**config.mk**
```make
export PLATFORM = sky130hd
export DESIGN_NAME = ps2_host_tx
export DESIGN_NICKNAME = d
export VERILOG_FILES = /design/src/rtl/ps2_host_tx.sv
export SDC_FILE = /design/constraint.sdc
export NUM_CORES = 1
export LEC_CHECK = 0
export CAP_MARGIN = 20
export CORE_UTILIZATION = 60
export CTS_CLUSTER_SIZE = 16
export DETAILED_ROUTE_END_ITERATION = 8
export PLACE_DENSITY = 0.82
export SLEW_MARGIN = 30
export SYNTH_ARGS = -nofsm -noshare
export SYNTH_HDL_FRONTEND = slang
export SYNTH_SLANG_ARGS = --single-unit
```
**constraint.sdc**
```tcl
create_clock -name CLOCK_50 -period 5.7 [get_ports CLOCK_50]
set_clock_uncertainty 0.1 [all_clocks]
set_input_delay 1.14 -clock CLOCK_50 [delete_from_list [all_inputs] [get_ports CLOCK_50]]
set_output_delay 1.14 -clock CLOCK_50 [all_outputs]
set_load 0.1 [all_outputs]
```
**src/rtl/ps2_host_tx.sv**
```systemverilog
// PS/2 host-to-device transmitter.
// Sends one command byte to the device with the host-request sequence:
// inhibit the clock, pull data low for the start bit, then release the clock.
// Data changes on each device clock fall. The ACK bit is sampled on the 11th fall.
// The open-drain pads are built at the top level from the *_oe outputs (1 = pull low).
module ps2_host_tx #(
    parameter int INHIBIT_CYCLES = 5000,
    parameter int TIMEOUT_CYCLES = 750000
) (
    input  logic       CLOCK_50,
    input  logic       clrn,
    input  logic [7:0] tx_data,
    input  logic       tx_valid,
    output logic       tx_ready,
    input  logic       ps2_clk_in,
    input  logic       ps2_dat_in,
    output logic       ps2_clk_oe,
    output logic       ps2_dat_oe,
    output logic       busy,
    output logic       done,
    output logic       ack_err,
    output logic       timeout_err
);

    // One counter serves both the inhibit interval and the inter-edge timeout.
    localparam int MAX_CYCLES = (INHIBIT_CYCLES > TIMEOUT_CYCLES) ? INHIBIT_CYCLES
                                                                  : TIMEOUT_CYCLES;
    localparam int CNT_W = $clog2(MAX_CYCLES + 1);
    localparam logic [CNT_W-1:0] INHIBIT_LAST = CNT_W'(INHIBIT_CYCLES - 1);
    localparam logic [CNT_W-1:0] TIMEOUT_LAST = CNT_W'(TIMEOUT_CYCLES - 1);
    localparam logic [CNT_W-1:0] CNT_ONE      = CNT_W'(1);

    typedef enum logic [2:0] {
        ST_IDLE,
        ST_INHIBIT,
        ST_REQ,
        ST_SEND,
        ST_ACK,
        ST_WAIT_IDLE
    } state_t;

    // Line synchronizers (idle level of both lines is high)
    logic clk_meta_q, clk_sync_q, clk_prev_q;
    logic dat_meta_q, dat_sync_q;
    logic fall;

    // Frame state
    state_t           state_q, state_d;
    logic [CNT_W-1:0] cnt_q, cnt_d;
    logic [3:0]       bit_cnt_q, bit_cnt_d;
    logic [7:0]       shift_q, shift_d;
    logic             parity_q, parity_d;
    logic             ack_err_r_q, ack_err_r_d;

    // Registered outputs
    logic clk_oe_q, clk_oe_d;
    logic dat_oe_q, dat_oe_d;
    logic busy_q, busy_d;
    logic tx_ready_q, tx_ready_d;
    logic done_q, done_d;
    logic ack_err_q, ack_err_d;
    logic timeout_err_q, timeout_err_d;

    // Set in the states where the inter-edge watchdog advances this cycle
    logic run_timer;

    assign fall = clk_prev_q & ~clk_sync_q;

    // Two-flop synchronizers on both lines plus the previous synchronized clock for edge detection
    always_ff @(posedge CLOCK_50 or negedge clrn) begin
        if (!clrn) begin
            clk_meta_q <= 1'b1;
            clk_sync_q <= 1'b1;
            clk_prev_q <= 1'b1;
            dat_meta_q <= 1'b1;
            dat_sync_q <= 1'b1;
        end else begin
            clk_meta_q <= ps2_clk_in;
            clk_sync_q <= clk_meta_q;
            clk_prev_q <= clk_sync_q;
            dat_meta_q <= ps2_dat_in;
            dat_sync_q <= dat_meta_q;
        end
    end

    // Next-state and next-output logic for the transmit sequence
    always_comb begin
        state_d       = state_q;
        cnt_d         = cnt_q;
        bit_cnt_d     = bit_cnt_q;
        shift_d       = shift_q;
        parity_d      = parity_q;
        ack_err_r_d   = ack_err_r_q;
        clk_oe_d      = clk_oe_q;
        dat_oe_d      = dat_oe_q;
        busy_d        = busy_q;
        tx_ready_d    = tx_ready_q;
        done_d        = 1'b0;
        ack_err_d     = 1'b0;
        timeout_err_d = 1'b0;
        run_timer     = 1'b0;

        case (state_q)
            ST_IDLE: begin
                clk_oe_d = 1'b0;
                dat_oe_d = 1'b0;
                if (!tx_ready_q) begin
                    // Cycle carrying done/timeout_err: finish the frame, become ready next cycle
                    tx_ready_d = 1'b1;
                    busy_d     = 1'b0;
                end else if (tx_valid) begin
                    shift_d     = tx_data;
                    parity_d    = ~^tx_data;
                    ack_err_r_d = 1'b0;
                    cnt_d       = '0;
                    bit_cnt_d   = '0;
                    tx_ready_d  = 1'b0;
                    busy_d      = 1'b1;
                    clk_oe_d    = 1'b1;
                    state_d     = ST_INHIBIT;
                end
            end

            ST_INHIBIT: begin
                // Clock held low; device edges seen here are ignored
                if (cnt_q == INHIBIT_LAST) begin
                    cnt_d    = '0;
                    dat_oe_d = 1'b1;
                    state_d  = ST_REQ;
                end else begin
                    cnt_d = cnt_q + CNT_ONE;
                end
            end

            ST_REQ: begin
                // Start bit stays on DAT while CLK is handed back to the device
                clk_oe_d  = 1'b0;
                dat_oe_d  = 1'b1;
                cnt_d     = '0;
                bit_cnt_d = '0;
                state_d   = ST_SEND;
            end

            ST_SEND: begin
                if (fall) begin
                    cnt_d     = '0;
                    bit_cnt_d = bit_cnt_q + 4'd1;
                    if (bit_cnt_q < 4'd8) begin
                        // Data bits, LSB first; a 1 is sent by releasing the line
                        dat_oe_d = ~shift_q[0];
                        shift_d  = {1'b0, shift_q[7:1]};
                    end else if (bit_cnt_q == 4'd8) begin
                        dat_oe_d = ~parity_q;
                    end else begin
                        // Stop bit: release DAT so the device can drive the ACK
                        dat_oe_d = 1'b0;
                        state_d  = ST_ACK;
                    end
                end else begin
                    run_timer = 1'b1;
                end
            end

            ST_ACK: begin
                if (fall) begin
                    cnt_d       = '0;
                    ack_err_r_d = dat_sync_q;
                    state_d     = ST_WAIT_IDLE;
                end else begin
                    run_timer = 1'b1;
                end
            end

            ST_WAIT_IDLE: begin
                if (clk_sync_q && dat_sync_q) begin
                    done_d    = 1'b1;
                    ack_err_d = ack_err_r_q;
                    clk_oe_d  = 1'b0;
                    dat_oe_d  = 1'b0;
                    cnt_d     = '0;
                    state_d   = ST_IDLE;
                end else if (fall) begin
                    cnt_d = '0;
                end else begin
                    run_timer = 1'b1;
                end
            end

            default: begin
                clk_oe_d = 1'b0;
                dat_oe_d = 1'b0;
                state_d  = ST_IDLE;
            end
        endcase

        // Watchdog: abort the frame if the device stops clocking
        if (run_timer) begin
            if (cnt_q == TIMEOUT_LAST) begin
                cnt_d         = '0;
                clk_oe_d      = 1'b0;
                dat_oe_d      = 1'b0;
                timeout_err_d = 1'b1;
                state_d       = ST_IDLE;
            end else begin
                cnt_d = cnt_q + CNT_ONE;
            end
        end
    end

    // State, datapath and output registers; reset releases both lines at once
    always_ff @(posedge CLOCK_50 or negedge clrn) begin
        if (!clrn) begin
            state_q       <= ST_IDLE;
            cnt_q         <= '0;
            bit_cnt_q     <= '0;
            shift_q       <= '0;
            parity_q      <= 1'b0;
            ack_err_r_q   <= 1'b0;
            clk_oe_q      <= 1'b0;
            dat_oe_q      <= 1'b0;
            busy_q        <= 1'b0;
            tx_ready_q    <= 1'b1;
            done_q        <= 1'b0;
            ack_err_q     <= 1'b0;
            timeout_err_q <= 1'b0;
        end else begin
            state_q       <= state_d;
            cnt_q         <= cnt_d;
            bit_cnt_q     <= bit_cnt_d;
            shift_q       <= shift_d;
            parity_q      <= parity_d;
            ack_err_r_q   <= ack_err_r_d;
            clk_oe_q      <= clk_oe_d;
            dat_oe_q      <= dat_oe_d;
            busy_q        <= busy_d;
            tx_ready_q    <= tx_ready_d;
            done_q        <= done_d;
            ack_err_q     <= ack_err_d;
            timeout_err_q <= timeout_err_d;
        end
    end

    assign tx_ready    = tx_ready_q;
    assign ps2_clk_oe  = clk_oe_q;
    assign ps2_dat_oe  = dat_oe_q;
    assign busy        = busy_q;
    assign done        = done_q;
    assign ack_err     = ack_err_q;
    assign timeout_err = timeout_err_q;

endmodule

```
# After elaboration in Yosys (flattened, before gate mapping)
# Index checks and enable logic that the tools add are counted.
# word_totals
ff_bits	49
inputBits	13
output_inout_bits	7
word_cells	115
# op_classes
add_sub_neg	2
magnitude_cmp	1
n_eq_ne	16
n_mux	59
bitwise	4
n_reduce_logical	15
# op_table
operator	n
$mux W20	7
$pmux W20 S5	1
$mux W8	4
$mux W3	10
$mux W1	27
$add A20 B1 Y20 const B	1
$eq A20 B13 Y1 const B	1
$eq A20 B20 Y1 const B	1
$pmux W3 S6	1
$pmux W8 S2	1
$mux W4	3
$ne A2 B2 Y1 const B	6
$pmux W4 S3	1
$reduce_and A4 Y1	2
$reduce_xnor A8 Y1	1
$eq A3 B2 Y1 const B	2
$eq A3 B3 Y1 const B	2
$ne A3 B3 Y1 const B	2
$reduce_and A3 Y1	2
$reduce_bool A6 Y1	1
$pmux W1 S5	1
$reduce_and A5 Y1	1
$add A4 B1 Y4 const B	1
$eq A4 B4 Y1 const B	1
13 further kinds	17

# Longest topological paths before layout
# Gate-level depths: netlist of the first run.
# logic_depth
depth_word	7
mapped_depth	7
mapped_depth_nobuf	7

# Worst setup path after synthesis of the first run
# OpenSTA, ideal clock, no wires.
# synth_path
kind	input -> register
from	input tx_valid
to	register cnt_q[2]
setup_time_ps	126
arrival_ps	2047
t_required_ps	5474
path_slack_ps	3427
stages	5
path_buffers	0
cell_sequence	a2111oi_4 nor2_1 nand2_1 a211oi_1 a221o_1
# synth_between
elab_chain_len	2
# synth_rtl
element	line_no	rtl
start, declared	13	input logic tx_valid,
$ne A3 B3 Y1 (no line)	-	
$reduce_and A3 Y1 (no line)	-	
end signal, assigned	228	cnt_q <= cnt_d;
end, declared	49	logic [CNT_W-1:0] cnt_q, cnt_d;
# Every way passes these cells.
# A chain may end at the register's enable or synchronous reset.

# Worst setup path after layout of the first run
# layout_path
from	register tx_ready_q (netlist: tx_ready)
to	output tx_ready
# layout_rtl
element	line_no	rtl
start, declared	59	logic tx_ready_q, tx_ready_d;
start signal, assigned	236	tx_ready_q <= tx_ready_d;
end, declared	14	output logic tx_ready,
# No word-level cell between the ends.

==> results of run 1 <==
[power by group]
| part | internal (mW) | switching [mW] | total [mW] | leakage (nW) |
|---|---|---|---|---|
| Sequential | 0.351 | 0.00114 | 0.352 | 0.612 |
| Combinational | 0.0139 | 0.0152 | 0.0292 | 0.577 |
| Clock | 0.0886 | 0.123 | 0.212 | 0.0447 |
[cell usage in the layout (no fill, tap or decap), drive strengths merged, types with 4 or more instances in the layout]
cell type,netlist,final
a21oi,7,7
mux2i,8,8
dfstp,6,6
nand3,12,12
xor2,16,16
nand2,24,24
xnor2,7,7
o21ai,18,18
and2,4,4
nor2,22,22
clkbuf,1,5
nand4,10,10
clkdlybuf4s50,0,18
inv,6,7
and4,6,6
nor3,7,7
dfrtp,43,43
[state kept, by name (all words and copies together) (netlist names)]
register     count
ack_err          1
ack_err_r_q      1
bit_cnt_q        4
busy             1
clk_meta_q       1
clk_prev_q       1
clk_sync_q       1
cnt_q           20
dat_meta_q       1
dat_sync_q       1
done             1
parity_q         1
ps2_clk_oe       1
ps2_dat_oe       1
shift_q          8
state_q          3
timeout_err      1
tx_ready         1
[final timing paths]
path | end | depth (start not counted) | from | slack (ns)
min | clk_sync_q$_DFF_PN1_ | 0 | clk_meta_q$_DFF_PN1_ | 0.26
max reg2reg | cnt_q[19]$_DFFE_PN0P_ | 5 | cnt_q[4]$_DFFE_PN0P_ | 3.26
min reg2reg | clk_sync_q$_DFF_PN1_ | 0 | clk_meta_q$_DFF_PN1_ | 0.26
min in group asynchronous | bit_cnt_q[0]$_DFFE_PN0P_ | 1 | clrn | 0.72
max | tx_ready | 1 | tx_ready$_DFFE_PN1N_ | 2.39
max in group asynchronous | cnt_q[9]$_DFFE_PN0P_ | 1 | clrn | 4.36
[cell families after synthesis]
group	count (synthesis)
compound gates	47
fa+ha+maj	3
flops	49
xor+xnor	23
simple gates	107
mux	8
buf+inv	15
[per-stage QoR]
stage                     util [%]  cell area [um2]
after detailed placement      68.6             2820
after global placement        68.6             2820
after floorplan                  -             2650
after global routing          70.9             2920
final                         70.9             2920
after CTS                     70.9             2920
[final cells by class]
cell class / count / area (um2)
clock buffers: 5 / 68.8
clock inverters: 3 / 25.0
fillers: 319 / 1200
inverters: 6 / 22.5
multi-input cells: 188 / 1320
flip-flops and latches: 49 / 1230
well taps: 50 / 62.6
repair buffers: 19 / 188
[per-layer routing]
metal | vias up | global-route usage, % | share of wire, %
met5 | - | 0 | 0
met4 | 0 | 10.4 | 1.6
met1 | 939 | 31.2 | 48
met3 | 8 | 4.50 | 4.1
li1 | 938 | - | -
met2 | 49 | 37.1 | 47
==> metrics, run 1 <==
combinational family with the most area after synthesis simple AND/OR/NAND/NOR gates; pwr dens 203 nW/um2; DP Wirelength 3390 um; post-synthesis xor/xnor area fraction 7.60%; Crit path arrival time 2.07 ns; Diodes inserted 0; Hold-fix buffers, CTS 0; count leader, synth dfrtp_1; Yosys reg bits 49; clk root buf clkbuf_8; final setup margin 2.39 ns; Global Route Usage Sum 23.5%; post-synthesis mux area share 3.02%; GPL Wtd Cong 0.831; Die X 68.5 um; Pleak 1.23 nW; dominant cell type by area after synthesis dfrtp_1; Worst Path Max Fanout 6; Req. time, crit path 4.46 ns; clk sinks 49; worst slack, placed 2.45 ns; dpl cells 312; share of cells above drive strength 1 14.8%; Clk pin slew, worst setup/hold paths 0.10 ns; initial antenna violation count 0; adder-cell share of the synthesized area 1.42%; CTS buffer count 5; hold_ws 0.264 ns; core footprint 4120 um2; Die Area 4690 um2; vias in the first global route 1774; Final Power 0.593 mW; fmax 302 MHz; Via density 6.04; first-pass GRT wire length 8020 um; Longest Clk Path Bufs 2; io pins 20; worst path cell trace clkdlybuf4s50_1; PostCTS Resize Cnt 0; initial core utilization 64.4%; P&R area growth vs syn 10.1%; Hold Violations, Final 0; Bufs and invs on worst path 1; unrepaired setup endpoints after global routing no; max cap viols 0; Post-Route WL 4860 um; commonest cells in the netlist 43 x dfrtp_1, 23 x nand2_1, 16 x xor2_1; Tmin final 3.31 ns; largest net degree at the start of global routing 50; Synth area leaders dfrtp_1 41%, dfstp_2 5.9%, xor2_1 5.3%; period utilization 58.1%; Slew Limit Fails 0; Post-Layout Cell Count 320; Top delay family on crit path buffers and inverters; Synth Area in Compound Gates 13.1%; Worst setup SP type register; async set-reset flop share out of synthesis 100%; Post-CTS Setup Repair Bufs 0; Rows 23; H-tree depth 2; DRT iter0 DRCs 202; Max stage delay on crit path 1.15 ns; area share of the largest cell type after synthesis 40.6%; Finish-stage setup viols 0; synthesized area 2650 um2; Wirelength per Cell 15.2 um; Cell variety after synth 60; Die H 68.5 um; via count 1934; post-synthesis cell count 252; total grt overflow 0; crit path max-delay cell type clkdlybuf4s50_1; router iterations before antenna repair 5; Remaining DRCs 0; number of synthesized flops with an enable pin 0; setup TNS 0 ns; ys flop type dfrtp_1; CTS tree done; Worst Tran Pin Value 0.971 ns; Syn. warnings 0; Hold Crit Class reg -> reg; I/O Buffers 19; Antenna Violating Nets Remaining 0; Syn Nets 268; Seq/Total Area, Yosys 46.6%; Worst slew margin 35.1%; post-synthesis area per instance 10.5 um2; Clock Latency Late Sink 0.32 ns; Peak VDD IR 189 uV; critical path type reg -> out; Worst setup EP type output pin; run status complete, no violations; Final nets 285; simple logic cell fraction of the synthesized area 24.6%
(Power assumes the default switching activity.)
==> run 2: changes to the inputs <==
--- a/config.mk
+++ b/config.mk
@@ -6,10 +6,10 @@
 export NUM_CORES = 1
 export LEC_CHECK = 0
 export CAP_MARGIN = 20
-export CORE_UTILIZATION = 60
+export CORE_UTILIZATION = 52
 export CTS_CLUSTER_SIZE = 16
 export DETAILED_ROUTE_END_ITERATION = 8
-export PLACE_DENSITY = 0.82
+export PLACE_DENSITY = 0.75
 export SLEW_MARGIN = 30
 export SYNTH_ARGS = -nofsm -noshare
 export SYNTH_HDL_FRONTEND = slang
==> constraint.sdc (replaced) <==
create_clock -name CLOCK_50 -period 2.9 [get_ports CLOCK_50]
set_clock_uncertainty 0.1 [all_clocks]
set_input_delay 0.58 -clock CLOCK_50 [delete_from_list [all_inputs] [get_ports CLOCK_50]]
set_output_delay 0.58 -clock CLOCK_50 [all_outputs]
set_load 0.1 [all_outputs]
==> run 2 against run 1 <==
First-iteration DRC count decreased by 15%. Via count increased by 0.41%. Design area increased by 1.6%. Sequential share of layout area decreased by 0.68 points. Final cell count increased by 6.3%. Critical endpoint is now cnt_q[4]$_DFFE_PN0P_.
==> metrics, run 2 (synthesis gave the netlist of run 1 again) <==
Hold Violations, Final 0 (unchanged); Pleak 1.27 nW (+2.9%); flop2flop setup slack 0.46 ns (-2.80 ns); P&R area growth vs syn 11.9%; Tmin final 2.44 ns; Clock Latency Late Sink 0.30 ns (-0.02 ns); Final nets 288 (+1.1%); critical path type reg -> reg; final setup margin 0.459 ns (-1.93 ns); worst slack, placed 0.199 ns (-2.26 ns); H-tree depth 2 (unchanged); Post-Layout Cell Count 340 (+6.3%); max cap viols 0 (unchanged); setup TNS 0 ns (unchanged); Antenna Violating Nets Remaining 0 (unchanged); first-pass GRT wire length 8540 um (+6.4%); Clk pin slew, worst setup/hold paths 0.09 ns (about the same); total grt overflow 0 (unchanged); Crit path arrival time 2.51 ns (+0.44 ns); Worst Tran Pin Value 0.817 ns (-0.154 ns); clk root buf clkbuf_8; Die Area 5390 um2 (+15%); largest reg by FF count cnt_q; Rows 25 (+8.7%); GPL Wtd Cong 0.842 (+1.2%); worst r2r src cnt_q[0]$_DFFE_PN0P_; Top delay family on crit path simple AND/OR/NAND/NOR gates; Worst slew margin 45.3% (+10 points); pwr dens 419 nW/um2 (+110%); io pins 20 (unchanged); Critical R2R Capture cnt_q[4]$_DFFE_PN0P_; Post-Route WL 4910 um (+0.93%); Worst setup SP type register; crit path max-delay cell type nor3_4; largest net degree at the start of global routing 47 (-6.0%); via count 1942 (+0.41%); DP Wirelength 3420 um (+1.1%); Sw Ratio 21.5% (-2.1 points); Bufs and invs on worst path 0 (-1); Longest Clk Path Bufs 2 (unchanged); commonest non-fill, non-tap cell in the layout dfrtp_1; Reg2Reg Depth 5 (unchanged); Global Route Usage Sum 21.0% (-2.5 points); core footprint 4820 um2 (+17%); hold_ws 0.157 ns (-0.108 ns); Hold Crit Class in -> async; Internal Power 0.976 mW (+120%); Slew Limit Fails 0 (unchanged); Worst setup EP type register; worst path cell trace ha_1, nand4_2, o311a_4, nor3_4, nor2_1; Die X 73.4 um (+7.2%); dpl cells 332 (+6.4%); fmax 410 MHz; Req. time, crit path 2.97 ns (-1.49 ns); Wirelength per Cell 14.4 um (-5.0%); number of flip-flops in the largest register 20 (unchanged); Logic pwr share 4.6% (-0.3 points); Hold-fix buffers, CTS 0 (unchanged); Crit path depth 5 (+4); Die H 73.4 um (+7.2%); run status complete, no violations; fin util 61.6% (-9.3 points); Finish-stage setup viols 0 (unchanged); Worst Path Max Fanout 16 (+10); router iterations before antenna repair 4 (-1); most frequent cells in the layout 43 x dfrtp_1, 23 x nand2_1, 16 x xor2_1, 12 x nand3_1, 12 x nor2_1; vias in the first global route 1768 (-0.34%); DRT iter0 DRCs 171 (-15%); Sw Pwr 0.267 mW (+91%); unrepaired setup endpoints after global routing no; initial antenna violation count 0 (unchanged); Post-CTS Setup Repair Bufs 0 (unchanged); period utilization 84.2%; share of cells above drive strength 1 18.3% (+3.5 points); CTS buffer count 5 (unchanged); initial core utilization 55.0% (-9.4 points); Diodes inserted 0 (unchanged); Peak VDD IR 363 uV (+92%); CTS tree done; clk sinks 49 (unchanged); biggest regs cnt_q (20), shift_q (8), bit_cnt_q (4); Clock power frac 39.8% (+4.1 points); PostCTS Resize Cnt 0 (unchanged); I/O Buffers 19 (unchanged); Remaining DRCs 0 (unchanged); sequential power share 55.6% (-3.7 points); Max stage delay on crit path 0.70 ns (-0.45 ns); Via density 5.71 (-5.5%)
==> run 2: layer usage <==
layer / vias to the layer above / wire length [um] / global-route usage [%] / share of wire, %
met5: - / 0 / 0 / 0
met4: 0 / 62 / 7.05 / 1.3
met3: 5 / 172 / 4.53 / 3.5
li1: 949 / - / - / -
met2: 37 / 2280 / 31.9 / 46
met1: 951 / 2390 / 30.0 / 49
==> run 2: final cells by class <==
type | count | area (um2)
inverters | 6 | 22.5
multi-input cells | 188 | 1320
fillers | 415 | 1850
flip-flops and latches | 49 | 1230
clock buffers | 5 | 68.8
clock inverters | 3 | 46.3
repair buffers | 22 | 193
well taps | 67 | 83.8
==> run 2: per-stage QoR <==
stage	area (um2)	total power, mW
after floorplan	2650	0.726
after global placement	2850	0.762
after detailed placement	2850	0.762
after CTS	2970	1.26
after global routing	2970	1.29
final	2970	1.24
==> run 2: power groups by stage <==
stage | combinational, mW | sequential (mW) | clock [mW]
after floorplan | 0.0218 | 0.704 | 0
after global placement | 0.0572 | 0.704 | 0
after detailed placement | 0.0579 | 0.705 | 0
after CTS | 0.0580 | 0.691 | 0.509
after global routing | 0.0645 | 0.692 | 0.535
final | 0.0569 | 0.691 | 0.494
==> run 2: how the worst max path moves through the flow <==
stage | startpoint | endpoint | slack [ns]
2_1_floorplan | tx_ready$_DFFE_PN1N_ | cnt_q[11]$_DFFE_PN0P_ | 0.81
3_3_place_gp | tx_valid | cnt_q[5]$_DFFE_PN0P_ | 0.26
3_5_place_dp | tx_valid | cnt_q[19]$_DFFE_PN0P_ | 0.20
4_1_cts | cnt_q[0]$_DFFE_PN0P_ | cnt_q[19]$_DFFE_PN0P_ | 0.44
5_1_grt | cnt_q[0]$_DFFE_PN0P_ | cnt_q[5]$_DFFE_PN0P_ | 0.25
6_report | cnt_q[0]$_DFFE_PN0P_ | cnt_q[4]$_DFFE_PN0P_ | 0.46
